===== src/rtl/plic_target_arbiter.sv =====
// plic_target_arbiter: per-target PLIC arbiter that scans one source per cycle and publishes the best eligible ID.
// Define PLIC_ARB_EARLY_PUBLISH_EN to end a sweep as soon as an eligible max-priority source is seen.
module plic_target_arbiter #(
  parameter  int SRC_COUNT  = 16,
  parameter  int PRIO_WIDTH = 3,
  localparam int SRC_WIDTH  = $clog2(SRC_COUNT + 1)
) (
  input  logic                            clk,
  input  logic                            rst,
  input  logic [SRC_COUNT-1:0]            irq_pending_i,
  input  logic [SRC_COUNT-1:0]            irq_enable_i,
  input  logic [SRC_COUNT*PRIO_WIDTH-1:0] irq_prio_i,
  input  logic [PRIO_WIDTH-1:0]           threshold_i,
  input  logic                            claim_req_i,
  output logic [SRC_WIDTH-1:0]            claim_idx_o,
  output logic                            irq_o,
  output logic                            scan_busy_o
);
  localparam int NID = 1 << SRC_WIDTH;
  localparam logic [SRC_WIDTH-1:0] LAST = SRC_WIDTH'(SRC_COUNT);
  typedef enum logic [1:0] {RESTART, SCAN, PUBLISH} state_t;
  state_t                state;
  logic [SRC_WIDTH-1:0]  cnt, best_id;
  logic [PRIO_WIDTH-1:0] best_prio;
  logic [NID-1:0]        elig;
  logic [PRIO_WIDTH-1:0] prio [NID];
  // Tables indexed directly by source ID; ID 0 and unused IDs are never eligible.
  for (genvar i = 0; i < NID; i++) begin : g_src
    if (i >= 1 && i <= SRC_COUNT) begin : g_real
      assign prio[i] = irq_prio_i[i*PRIO_WIDTH-1 -: PRIO_WIDTH];
      assign elig[i] = irq_pending_i[i-1] & irq_enable_i[i-1] & (prio[i] > threshold_i);
    end else begin : g_none
      assign prio[i] = '0;
      assign elig[i] = 1'b0;
    end
  end
  assign scan_busy_o = (state == SCAN);
  always_ff @(posedge clk or posedge rst) begin
    if (rst) begin
      state       <= RESTART;
      cnt         <= '0;
      best_id     <= '0;
      best_prio   <= '0;
      claim_idx_o <= '0;
      irq_o       <= 1'b0;
    end else if (claim_req_i) begin
      state       <= RESTART;
      claim_idx_o <= '0;
      irq_o       <= 1'b0;
    end else begin
      case (state)
        RESTART: begin
          cnt       <= SRC_WIDTH'(1);
          best_id   <= '0;
          best_prio <= '0;
          state     <= SCAN;
        end
        SCAN: begin
          if (elig[cnt] && prio[cnt] > best_prio) begin
            best_id   <= cnt;
            best_prio <= prio[cnt];
          end
          cnt <= cnt + 1'b1;
`ifdef PLIC_ARB_EARLY_PUBLISH_EN
          state <= (cnt == LAST || (elig[cnt] && &prio[cnt])) ? PUBLISH : SCAN;
`else
          state <= (cnt == LAST) ? PUBLISH : SCAN;
`endif
        end
        PUBLISH: begin
          claim_idx_o <= elig[best_id] ? best_id : '0;
          irq_o       <= elig[best_id];
          state       <= RESTART;
        end
        default: state <= RESTART;
      endcase
    end
  end
endmodule


===== config.mk =====
export PLATFORM = sky130hd
export DESIGN_NAME = plic_target_arbiter
export DESIGN_NICKNAME = d
export VERILOG_FILES = /design/src/rtl/plic_target_arbiter.sv
export SDC_FILE = /design/constraint.sdc
export NUM_CORES = 1
export LEC_CHECK = 0
export BUFFER_PORTS_ARGS = -buffer_cell sky130_fd_sc_hd__buf_2
export CORE_MARGIN = 4
export CORE_UTILIZATION = 25
export DETAILED_ROUTE_END_ITERATION = 8
export PLACE_DENSITY = 0.45
export REMOVE_ABC_BUFFERS = 1
export SLEW_MARGIN = 15
export SYNTH_ARGS = -nofsm -noshare
export SYNTH_HDL_FRONTEND = slang
export SYNTH_SLANG_ARGS = --single-unit

===== constraint.sdc =====
create_clock -name clk -period 8.17 [get_ports clk]
set_input_delay 0 -clock clk [delete_from_list [all_inputs] [get_ports clk]]
set_output_delay 0 -clock clk [all_outputs]
set_load 0.01 [all_outputs]

# After elaboration in Yosys (flattened, before gate mapping)

Cells that the tools add are included.

Input bits: 86
Output and inout bits: 7
Logic and storage cells: 91
Register bits after elaboration: 21

Eq/ne operators: 4
$add $sub $neg: 1
Bitwise operators: 34
$lt $le $gt $ge: 20
Muxes and demuxes: 20
Reductions and logical operators: 6

Operator list:

| cell                  | count |
|---|---|
| $gt A3 B3 Y1          | 17 |
| $and A1 B1 Y1         | 32 |
| $mux W5               | 4 |
| $pmux W5 S2           | 2 |
| $bmux W3 S5           | 1 |
| $lt A5 B6 Y1 const B  | 2 |
| $bmux W1 S5           | 2 |
| $mux W3               | 3 |
| $ge A6 B6 Y1 const B  | 1 |
| $not A5 Y6            | 1 |
| $pmux W3 S2           | 1 |
| $add A5 B1 Y5 const B | 1 |
| $eq A5 B5 Y1 const B  | 1 |
| $mux W1               | 4 |
| $mux W2               | 2 |
| $pmux W2 S2           | 1 |
| $reduce_bool A2 Y1    | 2 |
| $reduce_and A3 Y1     | 1 |
| $eq A2 B1 Y1 const B  | 1 |
| $eq A2 B2 Y1 const B  | 1 |
| $logic_not A2 Y1      | 1 |
| $ne A2 B1 Y1 const B  | 1 |
| $reduce_and A2 Y1     | 1 |
| $logic_and A1 B1 Y1   | 1 |
| $not A1 Y1            | 1 |

# Logic depth before layout (Yosys ltp)

Gate-level depths: netlist of run 1.

Depth after elaboration: 8
Mapped depth: 15

# Least setup slack after synthesis of run 1

OpenSTA, ideal clock, no wires.

Path kind: register to register
Start: register cnt[0]
End: register best_id[2]
Buffers on the path: 1
Period minus slack after synthesis: 3.064 ns
Path slack: 5.106 ns
Cell stages (with the launch flop): 13
Arrival: 2.943 ns
Library setup time: 0.122 ns
Cell sequence: dfrtp_1 buf_6 mux4_1 mux4_2 a22o_1 ha_1 a21o_1 a21oi_1 a31oi_1 nand2_1 o32ai_2 nor2_2 a32o_1

Cells in the longest elaborated chain, start to end: 8
Elaborated cells on any way between the ends: 10
Classes of those cells: 1 x order compare; 1 x eq/ne; 5 x mux; 1 x bitwise; 2 x reduce/logical

Ends and longest elaborated chain:

| what                                       | line | RTL |
|---|---|---|
| start, declared                            | 23   | `logic [SRC_WIDTH-1:0] cnt, best_id;` |
| start signal, assigned                     | 63   | `cnt <= cnt + 1'b1;` |
| $not A5 Y6 (not written as such)           | 59   | `if (elig[cnt] && prio[cnt] > best_prio) begin` |
| $bmux W3 S5                                | 59   |  |
| $mux W3 (not written as such) (2 in a row) | 59   |  |
| $gt A3 B3 Y1                               | 59   |  |
| $logic_and A1 B1 Y1 (*)                    | 59   |  |
| $ne A2 B1 Y1 (no line) (*)                 | n/a  |  |
| $reduce_and A3 Y1 (no line) (*)            | n/a  |  |
| end signal, assigned                       | 60   | `best_id <= cnt;` |
| end, declared                              | 23   |  |

Every way passes the cells marked *; elsewhere a longest branch is shown, timed or not. The select of a mux whose other input is x is not followed.
A chain may end at the register's enable or synchronous reset.

# Final worst setup path of run 1

Same ends and word-level chain as after synthesis.

==> results of run 1 <==
==> registers in the layout (all words and copies together) (netlist names) <==
signal,cells
best_id,5
best_prio,3
claim_idx_o,5
cnt,5
irq_o,1
state,2
==> metrics by stage <==
stage / util / setup WS (ns) / total power [mW]
final: 0.319 / 4.43 / 0.467
after global routing: 0.319 / 4.10 / 0.510
after CTS: 0.319 / 4.41 / 0.470
after detailed placement: 0.311 / 4.42 / 0.365
after global placement: 0.311 / 4.49 / 0.361
after floorplan: - / 4.77 / 0.286
==> worst min-delay path: cells and delay by family <==
family                 cells  cell delay, ns
buffers and inverters      1            0.11
AO/OA/AOI/OAI              1            0.13
AND/OR/NAND/NOR            1            0.12
==> worst max-delay path by stage <==
stage                      start           end  slack (ns)  cells past startpoint
after global routing      cnt[0]    best_id[2]        4.10                     11
after detailed placement  cnt[0]  best_prio[2]        4.42                     11
final                     cnt[0]    best_id[2]        4.43                     11
after CTS                 cnt[0]    best_id[2]        4.41                     11
after global placement    cnt[0]  best_prio[1]        4.49                     11
after floorplan           cnt[0]    best_id[2]        4.77                     11
==> layer usage <==
layer / track usage / vias up / wire length, um
met4: 0.0261 / 0 / 99
met5: 0 / - / 0
met2: 0.263 / 72 / 4790
met1: 0.195 / 1339 / 4280
li1: - / 1367 / -
met3: 0.0138 / 8 / 379
==> cell families after synthesis <==
family                   share of synthesized area
multiplexers                                 0.143
flip-flops                                   0.187
buffers and inverters                       0.0561
AND/OR/NAND/NOR                              0.150
adder cells (fa/ha/maj)                      0.236
AO/OA/AOI/OAI                                0.227
==> what timing repair did <==
| item | 4_1_cts | 5_1_grt |
|---|---|---|
| endpoints found under the hold margin | 21 | 0 |
| resized for setup | 0 | 0 |
| buffers inserted | 0 | 0 |
| setup endpoints to repair | 0 | 0 |
| hold buffers | 1 | 0 |
==> power by group through the flow <==
stage,registers (mW),clock network (mW),logic (mW)
CTS,0.146,0.106,0.219
detailed placement,0.147,0,0.217
floorplan,0.136,0,0.151
global placement,0.147,0,0.213
global route,0.150,0.109,0.251
finish,0.146,0.104,0.217
==> layout make-up <==
| class | instances | area [um2] | share of cell area |
|---|---|---|---|
| clock buffer | 4 | 78.8 | 0.0226 |
| multi-input combinational | 244 | 2120 | 0.609 |
| timing repair buffer | 93 | 470 | 0.135 |
| inverter | 31 | 116 | 0.0333 |
| tap | 140 | 175 | 0.0502 |
| sequential | 21 | 526 | 0.151 |
==> cells in the final DEF, fill, tap and decap left out, drive strengths merged, types with 3 or more instances in the layout <==
cell	count
nand3	16
ha	53
a32o	3
mux4	15
clkbuf	4
a21oi	8
o2bb2ai	5
nor3	4
o211ai	7
inv	30
o21ai	18
mux2i	5
nor2b	13
nor2	19
or2	3
o31ai	6
o311a	6
nand2	17
a31oi	9
buf	92
o32ai	3
a22o	6
nand4	4
dfrtp	21
==> results.cfg, run 1 <==
[grt]
antenna_found_initial = 0
grt_max_degree = 25
grt_usage = 0.147
overflow = 0
grt_pass1_wl_um = 15300
grt_pass1_vias = 2906

[worst_hold_path]
hold_path_class = primary input to flop
min_from = claim_req_i
min_to = state[0]
holdPathStages = 3

[sta]
worstMarginPinSlew_ns = 0.944
rsz0062_at_grt = no
layout_worst_path_cycle_share = 0.458
finalClockSkew_ns = 0.00212
slew_viol_final = 0
clock.fmax_mhz = 267
hold_violations = 0
relSlewSlack = 0.371
period_minus_slack_ns = 3.74
finalSetupViolCount = 0
tns_ns = 0
holdWs_ns = 0.137

[power]
p_sw_uw = 180
leakagePower_nw = 1.67
internal_power_uw = 287
pwr-share-comb = 0.464
pwr-share-clk = 0.224
pwr-share-seq = 0.312
irDropWorstVdd_uv = 59.7
switching_share = 0.385
p_per_area_nw_per_um2 = 134

[die]
dieArea_um2 = 13000
die-width_um = 114
core.rowCount = 38
core_um2 = 10900
fp.dieH_um = 114
io_pins = 93
start_util = 0.257

[synth]
yosysUniqueCellTypes = 50
ys_top_cells_by_count = 53 x ha_1, 28 x inv_1, 21 x dfrtp_1
yosys.area.top_type = ha_1
synthArstFlopShare = 1.00
yosys_warnings = 0
synth_seq_cells = 21
avgSynthCellArea_um2 = 9.24
syn-cell-area_um2 = 2810
synth_cells = 304
synth_edf_count = 0
synth_top_area_frac = 0.236
synth.most_common_cell = ha_1
synth_ff_type = dfrtp_1
netlist_top_cells_area = ha_1 24%, dfrtp_1 19%, mux4_2 8.8%
yosysSeqAreaShare = 0.187

[routing]
drc = 0
wirelength_um = 9550
viasPerCell = 5.23
drtAntennaViolNets = 0
drt_iter0_markers = 104
vias = 2786
drt_pass1_iterations = 4
wl_per_cell_um = 17.9

[clock_tree]
clockRootBuffer = clkbuf_16
clkSinkCount = 21
numCtsBuffers = 3
cts_buffer_depth = 2
clk_pin_slew_ns = 0.06
cts_max_level = 1
cts_tree = yes
clk_latency_ns = 0.25

[worst_setup_path]
cp_data_arrival_time_ns = 3.88
r2r_setup_slack_ns = 4.43
path_delay_family = multiplexers
reg2reg_depth = 11
cpMaxStageDelayCell = dfrtp_1
end_kind = flop
path_buf_inv = 0
crit_path_max_fanout = 20
path_cells = mux4_1 > mux4_2 > a22o_1 > ha_1 > a21o_1 > a21oi_1 > a31oi_1 > nand2_1 > o32ai_2 > nor2_2 > a32o_1
rr_startpoint = cnt[0]
cp-start-kind = flop
cpPeakStageDelay_ns = 0.89
timing.rr.end = best_id[2]
crit_type = flop to flop
crit_required_ns = 8.31

[outcome]
outcome = finished clean

[cells_and_area]
fin_area_um2 = 3490
fill_cells = 1167
drive_gt1_frac = 0.288
antennaDiodeCount = 0
fin_nets = 533
final_cells = 533
area.growth.synth_to_final_pct = 24.3

[place]
portBuffers = 92
globalplace.congestion = 0.889
place_hpwl_um = 7990
place_area_um2 = 3400
place_inst = 528

[flow_run]
drv_cap = 0
Note: power is estimated with default switching activity, not from simulation.
==> inputs of run 2 (changes only) <==
clock period = 3.47 ns   (was 8.17 ns; I/O delays follow)
==> run 2 against run 1 <==
Die area stayed put. Global-route usage is 0.051 points lower. Critical path depth is 1 higher. Sequential power is 110% higher. Clock power is 140% higher. Non-clock buffer count is 8 higher. Cell count is 1.5% higher. Final area is 2.1% higher. First-iteration DRC count is 4.8% higher. Clock-buffer cell count is 1 lower. Combinational power grew to 2.6 times the previous value. Highest routed layer unchanged. Utilization is 0.68 points higher.
==> results.cfg, run 2 (synthesis results as in run 1) <==
[outcome]
outcome = finished clean

[power]
irDropWorstVdd_uv = 178
p_per_area_nw_per_um2 = 318
leakagePower_nw = 1.72
internal_power_uw = 696
pwr-share-seq = 0.276
pwr-share-comb = 0.504
switching_share = 0.386
pwr-share-clk = 0.220
p_sw_uw = 437

[sta]
worstMarginPinSlew_ns = 0.861
relSlewSlack = 0.426
hold_violations = 0
tns_ns = 0
layout_worst_path_cycle_share = 0.962
rsz0062_at_grt = no
fin_ws_ns = 0.133
period_minus_slack_ns = 3.34
finalSetupViolCount = 0
finalClockSkew_ns = 0.00697
clock.fmax_mhz = 300
slew_viol_final = 0

[clock_tree]
clk_pin_slew_ns = 0.06
clockRootBuffer = clkbuf_16
cts_max_level = 1
clk_latency_ns = 0.26
post_cts_buffers = 0
cts_tree = yes
clkSinkCount = 21
cts_buffer_depth = 2
numCtsBuffers = 3

[die]
dieArea_um2 = 13000
start_util = 0.257
core_um2 = 10900
die-width_um = 114
io_pins = 93
fp.dieH_um = 114
core.rowCount = 38

[cells_and_area]
antennaDiodeCount = 0
largestRegisters = best_id x5, claim_idx_o x5, cnt x5
fin_area_um2 = 3560
area.growth.synth_to_final_pct = 27.0
final_common_cell = buf_2
fin_nets = 541
drive_gt1_frac = 0.304
fin_util = 0.326
final_cell_mix = 92 x buf_2, 53 x ha_1, 28 x inv_1, 21 x dfrtp_1, 18 x nor2_1

[worst_setup_path]
cpPeakStageDelay_ns = 0.56
crit_required_ns = 3.61
path_cells = buf_12 > mux4_1 > mux4_2 > a22o_1 > ha_1 > a21o_1 > a21oi_1 > a31oi_1 > nand2_1 > o32ai_2 > nor2_2 > a32o_1
crit_type = flop to flop
cpMaxStageDelayCell = mux4_1
crit_path_max_fanout = 20
cp_data_arrival_time_ns = 3.47
end_kind = flop
cp-start-kind = flop

[place]
globalplace.congestion = 0.823
pre_cts_ws_ns = 0.132
place_area_um2 = 3470
place_hpwl_um = 8010
portBuffers = 92

[routing]
wirelength_um = 9530
drtAntennaViolNets = 0
viasPerCell = 5.23
wl_per_cell_um = 17.6
drt_iter0_markers = 109
vias = 2827
drt_pass1_iterations = 4
drc = 0

[grt]
antenna_found_initial = 0
grt_pass1_wl_um = 15200
overflow = 0
grt_usage = 0.147
grt_max_degree = 22
grt_pass1_vias = 2886

[worst_hold_path]
hold_path_class = primary input to flop

[flow_run]
drv_cap = 0
[run 2: through the flow]
stage / std cells / power [mW] / hold slack (ns)
floorplan: 296 / 0.674 / -0.0235
global placement: 536 / 0.880 / 0.214
detailed placement: 536 / 0.892 / 0.221
CTS: 541 / 1.14 / 0.147
global route: 541 / 1.22 / 0.184
finish: 541 / 1.13 / 0.142
[run 2: repair_timing]
action / in CTS / in global routing
endpoints found under the hold margin: 21 / 0
gates resized for setup: 0 / 0
hold buffers: 1 / 0
[run 2: power groups by stage]
stage	Combinational, mW	Clock (mW)	Sequential (mW)
6_report	0.571	0.249	0.313
5_1_grt	0.635	0.264	0.318
4_1_cts	0.577	0.253	0.314
3_5_place_dp	0.575	0	0.318
3_3_place_gp	0.563	0	0.317
2_1_floorplan	0.354	0	0.319
[run 2: layout make-up]
class                   instances  area (um2)
repair buffers                101         543
well taps                     140         175
multi-input cells             244        2120
inverters                      31         116
fillers                      1175        7370
clock buffers                   3        75.1
flip-flops and latches         21         526
clock inverters                 1        5.00
[run 2: critical path: cells and delay by family, from the launching register on]
kind,cells,cell delay (ns)
AO/OA/AOI/OAI,6,1.09
multiplexers,2,1.03
flip-flops,1,0.37
adder cells (fa/ha/maj),1,0.30
AND/OR/NAND/NOR,2,0.25
buffers and inverters,1,0.18
[run 2: per-layer routing]
metal / part of all wire / wire length (um) / up-vias / track usage
met3: 0.052 / 491 / 9 / 0.0133
met5: 0 / 0 / - / 0
met2: 0.50 / 4720 / 90 / 0.262
li1: - / - / 1389 / -
met1: 0.44 / 4220 / 1339 / 0.196
met4: 0.0095 / 91 / 0 / 0.0245
[run 2: worst paths after layout]
check	from	to	slack (ns)	cells after the start
worst min register to register	claim_idx_o[3]	claim_idx_o[3]	0.49	2
worst max register to register	cnt[0]	best_id[2]	0.13	12
min in group asynchronous	rst	claim_idx_o[4]	0.46	3
max in group asynchronous	rst	best_id[3]	2.47	3
worst min-delay path	irq_prio_i[45]	best_prio[0]	0.14	3
worst max-delay path	cnt[0]	best_id[2]	0.13	12
